### src/rtl/uart_tx_core.sv
// uart_tx_core: UART serial transmit engine.
//   Sends one frame per accepted rising edge of i_start_tx: start bit,
//   5-8 data bits LSB first, optional parity, 1-2 stop bits.
// Ports:
//   clk, reset_n        clock (rising edge), async active-low reset
//   i_tx_data[7:0]      payload, only the low n bits are sent
//   i_data_bit_num[1:0] data bit count, n = 5 + value
//   i_stop_bit_num      0 = one stop bit, 1 = two
//   i_parity_en         1 = append parity bit
//   i_parity_type       0 = even, 1 = odd
//   i_start_tx          level; a rising edge requests a frame
//   o_tx                registered serial line, idle high
//   o_tx_busy           high while a frame is in progress
//   o_tx_done           sticky completion flag, cleared by the next frame
module uart_tx_core #(
    parameter int unsigned BAUD_DIV = 434
) (
    input  logic       clk,
    input  logic       reset_n,
    input  logic [7:0] i_tx_data,
    input  logic [1:0] i_data_bit_num,
    input  logic       i_stop_bit_num,
    input  logic       i_parity_en,
    input  logic       i_parity_type,
    input  logic       i_start_tx,
    output logic       o_tx,
    output logic       o_tx_busy,
    output logic       o_tx_done
);

    localparam int unsigned CNT_W = $clog2(BAUD_DIV);
    localparam logic [CNT_W-1:0] BAUD_LAST = CNT_W'(BAUD_DIV - 1);

    typedef enum logic [2:0] {
        S_IDLE   = 3'd0,
        S_START  = 3'd1,
        S_DATA   = 3'd2,
        S_PARITY = 3'd3,
        S_STOP   = 3'd4
    } state_t;

    state_t           r_state;
    logic [CNT_W-1:0] r_baud_cnt;
    logic [2:0]       r_bit_idx;
    logic             r_stop_idx;
    logic             r_start_prev;

    // Frame configuration captured when a frame is accepted
    logic [7:0]       r_sh_data;
    logic [1:0]       r_sh_bits;
    logic             r_sh_stop;
    logic             r_sh_par_en;
    logic             r_sh_par_type;

    logic             w_start_edge;
    logic             w_baud_wrap;
    logic [2:0]       w_last_bit;
    logic [2:0]       w_next_idx;
    logic [7:0]       w_data_mask;
    logic             w_parity;

    assign w_start_edge = i_start_tx & ~r_start_prev;
    assign w_baud_wrap  = (r_baud_cnt == BAUD_LAST);
    assign w_last_bit   = 3'd4 + {1'b0, r_sh_bits};
    assign w_next_idx   = r_bit_idx + 3'd1;
    // Mask keeps only the bits actually sent so unsent upper bits never affect parity
    assign w_data_mask  = 8'(8'hFF >> (2'd3 - r_sh_bits));
    assign w_parity     = (^(r_sh_data & w_data_mask)) ^ r_sh_par_type;

    // Frame sequencer with registered line and status outputs
    always_ff @(posedge clk or negedge reset_n) begin
        if (!reset_n) begin
            r_state       <= S_IDLE;
            r_baud_cnt    <= '0;
            r_bit_idx     <= '0;
            r_stop_idx    <= 1'b0;
            r_start_prev  <= 1'b0;
            r_sh_data     <= '0;
            r_sh_bits     <= '0;
            r_sh_stop     <= 1'b0;
            r_sh_par_en   <= 1'b0;
            r_sh_par_type <= 1'b0;
            o_tx          <= 1'b1;
            o_tx_busy     <= 1'b0;
            o_tx_done     <= 1'b0;
        end else begin
            r_start_prev <= i_start_tx;

            // Bit timer runs only while a frame is on the line
            if (r_state == S_IDLE || w_baud_wrap) begin
                r_baud_cnt <= '0;
            end else begin
                r_baud_cnt <= r_baud_cnt + CNT_W'(1);
            end

            case (r_state)
                S_IDLE: begin
                    if (w_start_edge) begin
                        r_sh_data     <= i_tx_data;
                        r_sh_bits     <= i_data_bit_num;
                        r_sh_stop     <= i_stop_bit_num;
                        r_sh_par_en   <= i_parity_en;
                        r_sh_par_type <= i_parity_type;
                        r_bit_idx     <= '0;
                        r_stop_idx    <= 1'b0;
                        r_state       <= S_START;
                        o_tx          <= 1'b0;
                        o_tx_busy     <= 1'b1;
                        o_tx_done     <= 1'b0;
                    end
                end
                S_START: begin
                    if (w_baud_wrap) begin
                        r_state <= S_DATA;
                        o_tx    <= r_sh_data[0];
                    end
                end
                S_DATA: begin
                    if (w_baud_wrap) begin
                        if (r_bit_idx == w_last_bit) begin
                            if (r_sh_par_en) begin
                                r_state <= S_PARITY;
                                o_tx    <= w_parity;
                            end else begin
                                r_state <= S_STOP;
                                o_tx    <= 1'b1;
                            end
                        end else begin
                            r_bit_idx <= w_next_idx;
                            o_tx      <= r_sh_data[w_next_idx];
                        end
                    end
                end
                S_PARITY: begin
                    if (w_baud_wrap) begin
                        r_state <= S_STOP;
                        o_tx    <= 1'b1;
                    end
                end
                S_STOP: begin
                    if (w_baud_wrap) begin
                        if (r_stop_idx == r_sh_stop) begin
                            r_state   <= S_IDLE;
                            o_tx_busy <= 1'b0;
                            o_tx_done <= 1'b1;
                        end else begin
                            r_stop_idx <= 1'b1;
                        end
                    end
                end
                default: begin
                    r_state   <= S_IDLE;
                    o_tx      <= 1'b1;
                    o_tx_busy <= 1'b0;
                end
            endcase
        end
    end

endmodule
### config.mk
export PLATFORM = sky130hd
export DESIGN_NAME = uart_tx_core
export DESIGN_NICKNAME = d
export VERILOG_FILES = /design/src/rtl/uart_tx_core.sv
export SDC_FILE = /design/constraint.sdc
export NUM_CORES = 1
export LEC_CHECK = 0
export CAP_MARGIN = 25
export CORE_MARGIN = 2
export CORE_UTILIZATION = 35
export DETAILED_ROUTE_END_ITERATION = 6
export GPL_TIMING_DRIVEN = 1
export PLACE_DENSITY = 0.55
export RECOVER_POWER = 50
export SYNTH_ARGS = -nofsm -noshare
export SYNTH_HDL_FRONTEND = slang
export SYNTH_SLANG_ARGS = --single-unit
### constraint.sdc
create_clock -name clk -period 1.93 [get_ports clk]
set_input_delay 0.4825 -clock clk [delete_from_list [all_inputs] [get_ports clk]]
set_output_delay 0.4825 -clock clk [all_outputs]
set_load 0.01 [all_outputs]
Word-level counts from Yosys, hierarchy flattened

Index checks and enable logic that the tools add are counted.

Word-level logic and storage cells: 87
Flip-flop bits (word level): 33
Output and inout bits: 3

Bitwise operators: 6
Mux-type cells: 33
Magnitude comparators: 1
Equal/unequal tests: 16
Add/sub/neg operators: 4
Shifts and indexed selects: 1
Reductions and logical operators: 13

Operators with widths:

| cell                                                | number |
|---|---|
| 2-to-1 mux 3 bit                                    | 11 |
| != test 2 bit, second input constant                | 9 |
| AND reduction 4 bit                                 | 4 |
| case mux 3 bit (5 select lines)                     | 1 |
| 2-to-1 mux 1 bit                                    | 14 |
| adder 9 x 1 -> 9 bit, second input constant         | 1 |
| equality test 9 bit, second input constant          | 1 |
| 2-to-1 mux 9 bit                                    | 1 |
| AND 8 bit                                           | 1 |
| XOR reduction 8 bit                                 | 1 |
| >> shifter 8 x 2 -> 8 bit, first input constant     | 1 |
| AND reduction 7 bit                                 | 1 |
| equality test 3 x 2 -> 1 bit, second input constant | 2 |
| case mux 3 bit (2 select lines)                     | 1 |
| case mux 1 bit (5 select lines)                     | 1 |
| AND reduction 5 bit                                 | 1 |
| < comparator 3 x 4 -> 1 bit, second input constant  | 1 |
| case mux 1 bit (2 select lines)                     | 2 |
| nonzero test 2 bit                                  | 2 |
| adder 3 x 1 -> 3 bit, second input constant         | 1 |
| adder 3 x 2 -> 3 bit, first input constant          | 1 |
| binary-select mux 1 bit (select 3 bit)              | 1 |
| equality test 3 x 1 -> 1 bit, second input constant | 1 |
| equality test 3 bit                                 | 1 |
| other kinds (11)                                    | 13 |

Longest topological paths before layout

Depth in word-level cells: 9
Depth in mapped cells: 7

Worst setup path before layout

No wires, ideal clock.

Path type: register -> register
Start: reg r_bit_idx[0]
End: reg o_tx
Stages on the path, launching flop included: 6
Setup slack: 0.119 ns
Buffers on the path: 0
Data required time: 1.839 ns
Arrival: 1.719 ns
Setup time: 0.091 ns
Path through: dfrtp_1 ha_1 mux4_2 nor2b_1 a211oi_1 o31ai_2

Cells in the longest elaborated chain, start to end: 6
Elaborated cells between the ends (all ways): 7

Ends and longest elaborated chain:

| item                                   | RTL line | text |
|---|---|---|
| start: declaration                     | 44       | `logic [2:0] r_bit_idx;` |
| start signal: assignment               | 129      | `r_bit_idx <= w_next_idx;` |
| adder 3 x 1 -> 3 bit                   | 65       | `assign w_next_idx = r_bit_idx + 3'd1;` |
| binary-select mux 1 bit (select 3 bit) | 130      | `o_tx <= r_sh_data[w_next_idx];` |
| 2-to-1 mux 1 bit (not written as such) | 130      |  |
| 2-to-1 mux 1 bit *                     | 120      | `if (r_bit_idx == w_last_bit) begin` |
| 2-to-1 mux 1 bit *                     | 119      | `if (w_baud_wrap) begin` |
| case mux 1 bit (5 select lines) *      | 96       | `case (r_state)` |
| end signal: assignment                 | 115      | `o_tx <= r_sh_data[0];` |
| end signal: assignment                 | 123      | `o_tx <= w_parity;` |
| end signal: assignment                 | 130      |  |
| end: declaration                       | 26       | `output logic o_tx,` |

Mark *: on every way between the ends. The rest lies on a longest branch, timed or not. The select of a mux whose other input is x is not followed.
A chain may end at the register's enable or synchronous reset.

Worst setup path after layout

Start: reg o_tx
End: out o_tx

No word-level cell between the ends.

==> metrics.yaml <==
crit_slowest_cell: "dfstp_2"
hold_path.class: "flop to flop"
diodes: 0
ant_nets: 0
critPathTopFamily: "flip-flops"
synth_common_cells: "nand2_1 (44), dfrtp_1 (32), nor2_1 (12)"
grt_max_degree: 34
rrSetupSlack_ns: 0.12
drt_wl_total_um: 3570
rr_startpoint: "r_bit_idx[1]$_DFFE_PN0P_"
timing_worst_setup_path_type: "flop to output pin"
syn_nets: 202
drt_iter0_drc: 55
ir_worst_vdd_v: 0.000601
grt_pass1_wl_um: 6410
fp-row-count: 26
reg2reg_depth: 5
final_area_sq_um: 2220
crit_required_ns: 1.45
synth_largest_area_cell: "dfrtp_1"
clock_skew_ns: 0.00740
dpl.hpwl_um: 2590
cap_violations: 0
synth_fa_ha_area_frac: 0.0209
cts_buffer_depth: 2
slew-limit-headroom: 0.464
insertion_delay_ns: 0.29
cts_setup_buffers: 0
min_to: "r_baud_cnt[0]$_DFF_PN0_"
areaGrowthSynthToFinish_pct: 23.6
wire_per_inst_um: 12.5
cts_tree: "done"
via_per_inst: 4.77
ys_warn_count: 0
cts_buffers: 5
synth.cell_area_sq_um: 1790
fin_crit_sh: 0.955
avgSynthCellArea_sq_um: 9.80
synth_top_family_by_area: "simple AND/OR/NAND/NOR gates"
gp_congestion: 0.728
yosysSeqAreaShare: 0.461
yosys.area_share.xor_xnor: 0.0809
powerDensity_nw_per_um2: 1370
grt_use_met3: 0.0489
ys_dominant_reg_cell: "dfrtp_1"
setup_viol: 0
worstHoldStart: "r_baud_cnt[0]$_DFF_PN0_"
grt.busiest_layer: "met2"
fin_crit_ns: 1.84
rr_endpoint: "o_tx$_DFFE_PN1P_"
yosysMostFrequentCell: "nand2_1"
async_flop_share: 1.00
status: "complete, no violations"
dr.pass1.iters: 4
cp_cell_sequence: "clkdlybuf4s50_1"
ctsHtreeMaxLevel: 2
ys_ff_latch: 33
grt_setup_unrepaired: "true"
grt_overflow: 0
use_met2: 0.229
place_area_sq_um: 2120
num_vias: 1363
cp-start-kind: "flop"
hold_viol: 0
io_pins: 19
crit_arrival_ns: 1.36
port_buffers: 18
worst_pin_slew_ns: 0.804
slowest_delay_ns: 0.54
cts.sinks: 33
die_h_um: 75.6
path_depth: 1
whs_path_depth: 1
use_met1: 0.208
maxSlewViolCount: 0
synth_compound_area_frac: 0.149
cp_max_fo: 2
die_area_sq_um: 5720
core_area_sq_um: 5040
yosysUniqueCellTypes: 48
ctsRootBufferMaster: "clkbuf_8"
synthTopCellsByArea: "dfrtp_1 (45%), nand2_1 (9.2%), xnor2_1 (3.4%)"
postCtsHoldBufs: 0
fin_nets: 234
clk_pin_slew_ns: 0.07
grtUsageTotal: 0.152
synth_top_cell_area_share: 0.446
cp_num_buf_inv: 1
p_leak_nw: 0.989
fmax_mhz: 542
die_w_um: 75.6
drive_above_1_share: 0.144
synth_mux_area_frac: 0.0314
antenna_found_initial: 0
post_cts_resized: 0
start_util: 0.356
synthCells: 183
first_global_vias: 1378
synth_edf_count: 0
end_kind: "output pin"
fin_tns_setup_ns: 0
synthSimpleGateAreaFrac: 0.226
drc_errors: 0
[cell families (layout without fill, tap and decap cells)]
| group | Yosys count | count (layout) |
|---|---|---|
| DFF | 33 | 33 |
| muxes | 3 | 3 |
| xor gates and xnor gates | 15 | 15 |
| adders and majority gates | 3 | 3 |
| buffers and inverters | 10 | 43 |
| AOI/OAI and AO/OA | 38 | 38 |
| and+or+nand+nor | 81 | 81 |
[power breakdown]
group          total [mW]  internal (mW)  switching [mW]
combinational        1.32          0.712           0.606
sequential           1.14          0.916           0.224
clock               0.583          0.322           0.260
[per-layer routing]
| metal | wire, um | vias up |
|---|---|---|
| met5 | 0 | - |
| met4 | 65 | 0 |
| met3 | 86 | 5 |
| met2 | 1590 | 13 |
| met1 | 1830 | 644 |
| li1 | - | 701 |
[through the flow]
step	util	cells	power (mW)	setup slack (ns)	hold slack, ns
3_5_place_dp	0.420	278	2.49	-0.0358	0.479
2_1_floorplan	-	183	2.09	0.119	0.187
6_report	0.440	286	3.04	0.0860	0.486
3_3_place_gp	0.420	278	2.48	-0.0466	0.473
4_1_cts	0.440	286	3.08	0.0700	0.488
5_1_grt	0.440	286	3.32	-0.000491	0.529
[layout make-up]
type | instances | area, sq um
clock buffer | 7 | 96.3
clock inverter | 1 | 5.00
fill | 503 | 2820
inverter | 4 | 15.0
multi-input combinational | 140 | 912
sequential | 33 | 827
tap | 70 | 87.6
timing repair buffer | 31 | 275
[sequential cells by signal (all words and copies together), names as in the netlist]
name / count
r_sh_par_en: 1
r_sh_bits: 2
r_bit_idx: 3
o_tx_done: 1
o_tx: 1
r_sh_par_type: 1
r_baud_cnt: 9
o_tx_busy: 1
r_stop_idx: 1
r_sh_data: 8
r_sh_stop: 1
r_state: 3
r_start_prev: 1
[cells in the final DEF, fill, tap and decap left out, types with 2 or more instances in the layout]
master and count:
inv_1 4, nand3b_1 3, dlygate4sd3_1 2, a21boi_0 2
nand2b_1 2, a22o_1 2, and3_1 2, o21a_1 2
o21ai_0 8, o31ai_1 3, o21ai_1 2, a211oi_1 2
xor2_1 7, nor2_1 12, a21oi_1 5, clkdlybuf4s50_1 16
or3_1 2, xnor2_1 7, ha_1 3, buf_4 12
dfrtp_1 32, nand2_1 44, nand3_1 3, a31oi_1 3
mux4_2 2, nor2b_1 3, clkbuf_8 7
[how the worst max path moves through the flow]
stage | start | end | slack, ns
floorplan | r_bit_idx[0]$_DFFE_PN0P_ | o_tx$_DFFE_PN1P_ | 0.12
global placement | i_start_tx | r_state[0]$_DFFE_PN0P_ | -0.05
detailed placement | i_start_tx | r_state[0]$_DFFE_PN0P_ | -0.04
CTS | o_tx$_DFFE_PN1P_ | o_tx | 0.07
global route | r_baud_cnt[1]$_DFF_PN0_ | r_state[0]$_DFFE_PN0P_ | -0.0005
finish | o_tx$_DFFE_PN1P_ | o_tx | 0.09
(Power assumes the default switching activity.)
